File: src/rtl/spi_word_assembler.sv
// Packs SPI bytes (first byte = MSB) into words held in a one-entry buffer; last byte to recv_dv is 2 cycles.
// Backpressure: the buffer drains only while ready_in=1; a word completing into a full, non-draining buffer is dropped and flagged.
module spi_word_assembler #(
  parameter int BYTES  = 8,
  parameter int WORD_W = 64
) (
  input  logic              CLK100MHZ,
  input  logic              ck_rst_,
  input  logic              byte_dv,
  input  logic [7:0]        byte_in,
  input  logic              cs_n,
  input  logic              ready_in,
  input  logic              err_clr,
  output logic              recv_dv,
  output logic [WORD_W-1:0] recv_64bit,
  output logic              mcu_irq,
  output logic              overrun,
  output logic              frame_err
);

  localparam int CNT_W = (BYTES > 1) ? $clog2(BYTES) : 1;
  localparam logic [CNT_W-1:0] LAST_BYTE = CNT_W'(BYTES - 1);

  typedef enum logic {
    IDLE,
    SHIFT
  } state_t;

  state_t            state;
  state_t            state_nxt;
  logic              shift_en;
  logic              frame_end;

  logic [CNT_W-1:0]  byte_cnt;
  logic [WORD_W-1:0] sr;
  logic [WORD_W-1:0] hold;
  logic              hold_v;

  logic [WORD_W-1:0] word_full;
  logic              word_done;
  logic              drain;
  logic              hold_load;
  logic              overrun_set;
  logic              frame_err_set;

  always_ff @(posedge CLK100MHZ or negedge ck_rst_) begin
    if (!ck_rst_) begin
      state <= IDLE;
    end else begin
      state <= state_nxt;
    end
  end

  // Frame end has priority over a byte strobe arriving on the same cycle.
  always_comb begin
    state_nxt = state;
    shift_en  = 1'b0;
    frame_end = 1'b0;
    case (state)
      IDLE: begin
        if (!cs_n) begin
          state_nxt = SHIFT;
        end
      end
      SHIFT: begin
        if (cs_n) begin
          state_nxt = IDLE;
          frame_end = 1'b1;
        end else begin
          shift_en = byte_dv;
        end
      end
    endcase
  end

  assign word_full     = {sr[WORD_W-9:0], byte_in};
  assign word_done     = shift_en && (byte_cnt == LAST_BYTE);
  assign drain         = hold_v && ready_in;
  assign hold_load     = word_done && (!hold_v || drain);
  assign overrun_set   = word_done && hold_v && !ready_in;
  assign frame_err_set = frame_end && (byte_cnt != '0);

  always_ff @(posedge CLK100MHZ or negedge ck_rst_) begin
    if (!ck_rst_) begin
      byte_cnt <= '0;
      sr       <= '0;
    end else if (frame_end) begin
      byte_cnt <= '0;
      sr       <= '0;
    end else if (shift_en) begin
      sr       <= word_full;
      byte_cnt <= word_done ? '0 : byte_cnt + CNT_W'(1);
    end
  end

  // A word completing while the buffer drains refills it on the same edge.
  always_ff @(posedge CLK100MHZ or negedge ck_rst_) begin
    if (!ck_rst_) begin
      hold       <= '0;
      hold_v     <= 1'b0;
      recv_dv    <= 1'b0;
      recv_64bit <= '0;
    end else begin
      recv_dv <= drain;
      if (drain) begin
        recv_64bit <= hold;
      end
      if (hold_load) begin
        hold   <= word_full;
        hold_v <= 1'b1;
      end else if (drain) begin
        hold_v <= 1'b0;
      end
    end
  end

  always_ff @(posedge CLK100MHZ or negedge ck_rst_) begin
    if (!ck_rst_) begin
      mcu_irq   <= 1'b0;
      overrun   <= 1'b0;
      frame_err <= 1'b0;
    end else begin
      mcu_irq   <= ready_in && !hold_v && cs_n;
      overrun   <= overrun_set   || (overrun   && !err_clr);
      frame_err <= frame_err_set || (frame_err && !err_clr);
    end
  end

endmodule

File: config.mk
export PLATFORM = sky130hd
export DESIGN_NAME = spi_word_assembler
export DESIGN_NICKNAME = d
export VERILOG_FILES = /design/src/rtl/spi_word_assembler.sv
export SDC_FILE = /design/constraint.sdc
export NUM_CORES = 1
export LEC_CHECK = 0
export BUFFER_PORTS_ARGS = -buffer_cell sky130_fd_sc_hd__buf_4
export CAP_MARGIN = 20
export CORE_AREA = 2 2 122 124
export CTS_CLUSTER_SIZE = 28
export DETAILED_ROUTE_END_ITERATION = 12
export DIE_AREA = 0 0 124 126
export GPL_TIMING_DRIVEN = 0
export PLACE_DENSITY_LB_ADDON = 0.1
export SYNTH_ARGS = -nofsm -noshare
export SYNTH_HDL_FRONTEND = slang
export SYNTH_SLANG_ARGS = --single-unit
File: constraint.sdc
create_clock -name CLK100MHZ -period 2.18 [get_ports CLK100MHZ]
set_input_delay 0.436 -clock CLK100MHZ [delete_from_list [all_inputs] [get_ports CLK100MHZ]]
set_output_delay 0.436 -clock CLK100MHZ [all_outputs]
set_load 0.03 [all_outputs]
==> flow_metrics.py <==
metrics = {
    "critical_path": {
        "cp_max_fo": 10,
        "crit_required_ps": 2490,
        "setup.worst_path.end_class": "flip-flop",
        "cp-start-kind": "flip-flop",
        "worstPathArrival_ps": 2260,
        "crit_type": "flip-flop to flip-flop",
    },
    "synthesis": {
        "ys_types": 20,
        "postSynthCellCount": 430,
        "synth-seq-cells": 193,
        "yosys_warnings": 0,
        "muxShareOfSynthArea": 0.204,
        "syn_area_per_cell_um2": 16.4,
        "synth_fa_ha_area_frac": 0.00532,
        "synthSimpleGateAreaFrac": 0.00905,
        "synth_compound_area_frac": 0.0756,
        "syn_nets": 447,
        "synth_top_family_by_area": "multiplexers",
        "synth-xor-area-share": 0,
        "ys_seq_area_frac": 0.685,
        "synthesis.area_um2": 7050,
    },
    "global_routing": {
        "grt-busiest-layer": "met2",
        "grt_max_degree": 108,
        "met2_usage": 0.282,
        "grt_pass1_vias": 4003,
        "grt_pass1_wl_um": 21400,
        "grt_usage": 0.183,
        "grt.overflow.total": 0,
        "use_met3": 0.0498,
        "met1_usage": 0.252,
        "grt_antenna_before_repair": 0,
    },
    "pwr": {
        "power_switching_mw": 1.48,
        "power.density_nw_per_um2": 795,
        "ir_drop_v": 0.000570,
        "p_leak_nw": 4.48,
        "combinationalPowerShare": 0.029,
        "clkPwrFrac": 0.431,
        "power_mw": 6.74,
        "p_int_mw": 5.27,
        "seqPwrFrac": 0.540,
        "p_sw_frac": 0.219,
    },
    "cts": {
        "clk_latency_ps": 430,
        "tritoncts": "yes",
        "cts_hold_buf": 0,
        "cts_resized": 0,
        "cts_setup_buffers": 0,
        "clock_sinks": 193,
        "clk_transition_reported_paths_ps": 70,
        "clockBufferDepth": 2,
        "cts.htree.levels": 4,
        "cts_made_buffers": 17,
        "cts-root-buf": "clkbuf_16",
    },
    "routing": {
        "viasPerCell": 5.34,
        "dr.pass1.iters": 4,
        "routed_wl_um": 12800,
        "drt_iter0_markers": 216,
        "vias": 3887,
        "wl_per_cell_um": 17.6,
        "postRouteAntennaNets": 0,
        "drc_errors": 0,
    },
    "timing": {
        "slew_headroom": 0.477,
        "final_hold_viol_count": 0,
        "tightest_slew_ps": 784,
        "min_period_over_period": 0.891,
        "rsz0062_at_grt": "false",
        "drv_slew": 0,
        "worst_slack_ps": 237,
        "finClkSkew_ps": 6.23,
        "fmax_ghz": 0.515,
        "setup_viol": 0,
        "fin_crit_ps": 1940,
    },
    "hold_path": {
        "holdCritPathClass": "input port to async pin",
    },
    "final_layout": {
        "nets": 548,
        "fillerInstances": 1174,
        "final_common_cell": "dfrtp_1",
        "n_antenna_cell": 0,
        "drive_above_1_share": 0.461,
        "mostFrequentLayoutCells": "193 x dfrtp_1, 124 x mux2_2, 80 x buf_4, 57 x a22o_1, 17 x clkbuf_16",
        "area.growth.synth_to_final_pct": 20.3,
    },
    "die": {
        "num_rows": 44,
        "io_pins": 82,
        "die_w_um": 124,
        "die_y_um": 126,
        "start_util": 0.492,
        "dieArea_um2": 15600,
        "core_um2": 14300,
    },
    "place": {
        "pre_cts_ws_ps": 22.9,
        "dp_hpwl_um": 8660,
        "gp_congestion": 0.729,
        "port-buffer-count": 81,
    },
    "job": {
        "cap_violations": 0,
    },
    "outcome": {
        "status": "complete, no violations",
    },
}
[cell type report]
cell class	instances	area, µm²	share of cell area
Buffer	26	114	0.0134
Clock buffer	19	443	0.0522
Clock inverter	13	115	0.0136
Inverter	8	30.0	0.00354
Multi-Input combinational cell	203	2080	0.245
Sequential cell	193	4830	0.569
Tap cell	184	230	0.0271
Timing Repair Buffer	82	643	0.0758
[cells in the mapped netlist, drive strengths merged]
master	n	area, µm²
o21ai	2	10.0
buf	16	76.3
nand2	5	18.8
a22o	57	499
nand2b	1	6.26
ha	3	37.5
mux2	128	1440
o22ai	1	6.26
inv	8	30.0
and3b	1	8.76
dfrtp	193	4830
clkbuf	10	37.5
nor3b	1	7.51
a32o	1	10.0
o211ai	1	7.51
nand3	2	22.5
[power by group through the flow]
stage / Sequential [mW] / Combinational [mW] / Clock (mW)
finish: 3.64 / 0.193 / 2.91
global route: 3.65 / 0.222 / 3.14
CTS: 3.64 / 0.201 / 2.99
detailed placement: 3.71 / 0.200 / 0
global placement: 3.71 / 0.187 / 0
floorplan: 3.70 / 0.0678 / 0
[cell families after synthesis]
kind of cell    count (synthesis)
mux                           128
simple gates                   10
flops                         193
compound gates                 62
fa+ha+maj                       3
buf+inv                        34
[sequential cells by signal (all words and copies together) (netlist names), 3 cells and up]
register	count
byte_cnt	3
hold	64
recv_64bit	64
sr	56
[critical path, stage by stage, from the launching register on]
cell and delay, ps:
dfrtp_1 400, nand2_1 80, clkbuf_1 580, buf_2 390, mux2_2 380
[worst paths after layout]
path,start,to,slack [ps],depth (start not counted)
max,hold_v$_DFFE_PN0P_,recv_64bit[16]$_DFFE_PN0P_,240,4
min,ck_rst_,recv_64bit[43]$_DFFE_PN0P_,70,1
max reg2reg,hold_v$_DFFE_PN0P_,recv_64bit[16]$_DFFE_PN0P_,240,4
min reg2reg,hold_v$_DFFE_PN0P_,mcu_irq$_DFF_PN0_,460,1
max in group asynchronous,ck_rst_,hold[5]$_DFFE_PN0P_,1250,2
min in group CLK100MHZ,err_clr,overrun$_DFF_PN0_,200,2
[layer usage]
| metal | routed length [µm] | up-vias |
|---|---|---|
| met5 | 0 | - |
| met4 | 214 | 0 |
| met3 | 551 | 18 |
| met2 | 6380 | 83 |
| met1 | 5690 | 2026 |
| li1 | - | 1760 |
[through the flow]
step | setup TNS, ps | hold WS, ps | util | std cells | area [µm²]
floorplan | 0 | 140 | - | 430 | 7050
global placement | -92660 | 441 | 0.551 | 695 | 7890
detailed placement | 0 | 451 | 0.553 | 696 | 7920
CTS | 0 | 92.1 | 0.592 | 728 | 8480
global route | 0 | 116 | 0.592 | 728 | 8480
finish | 0 | 66.9 | 0.592 | 728 | 8480
Note: power is estimated with default switching activity, not from simulation.
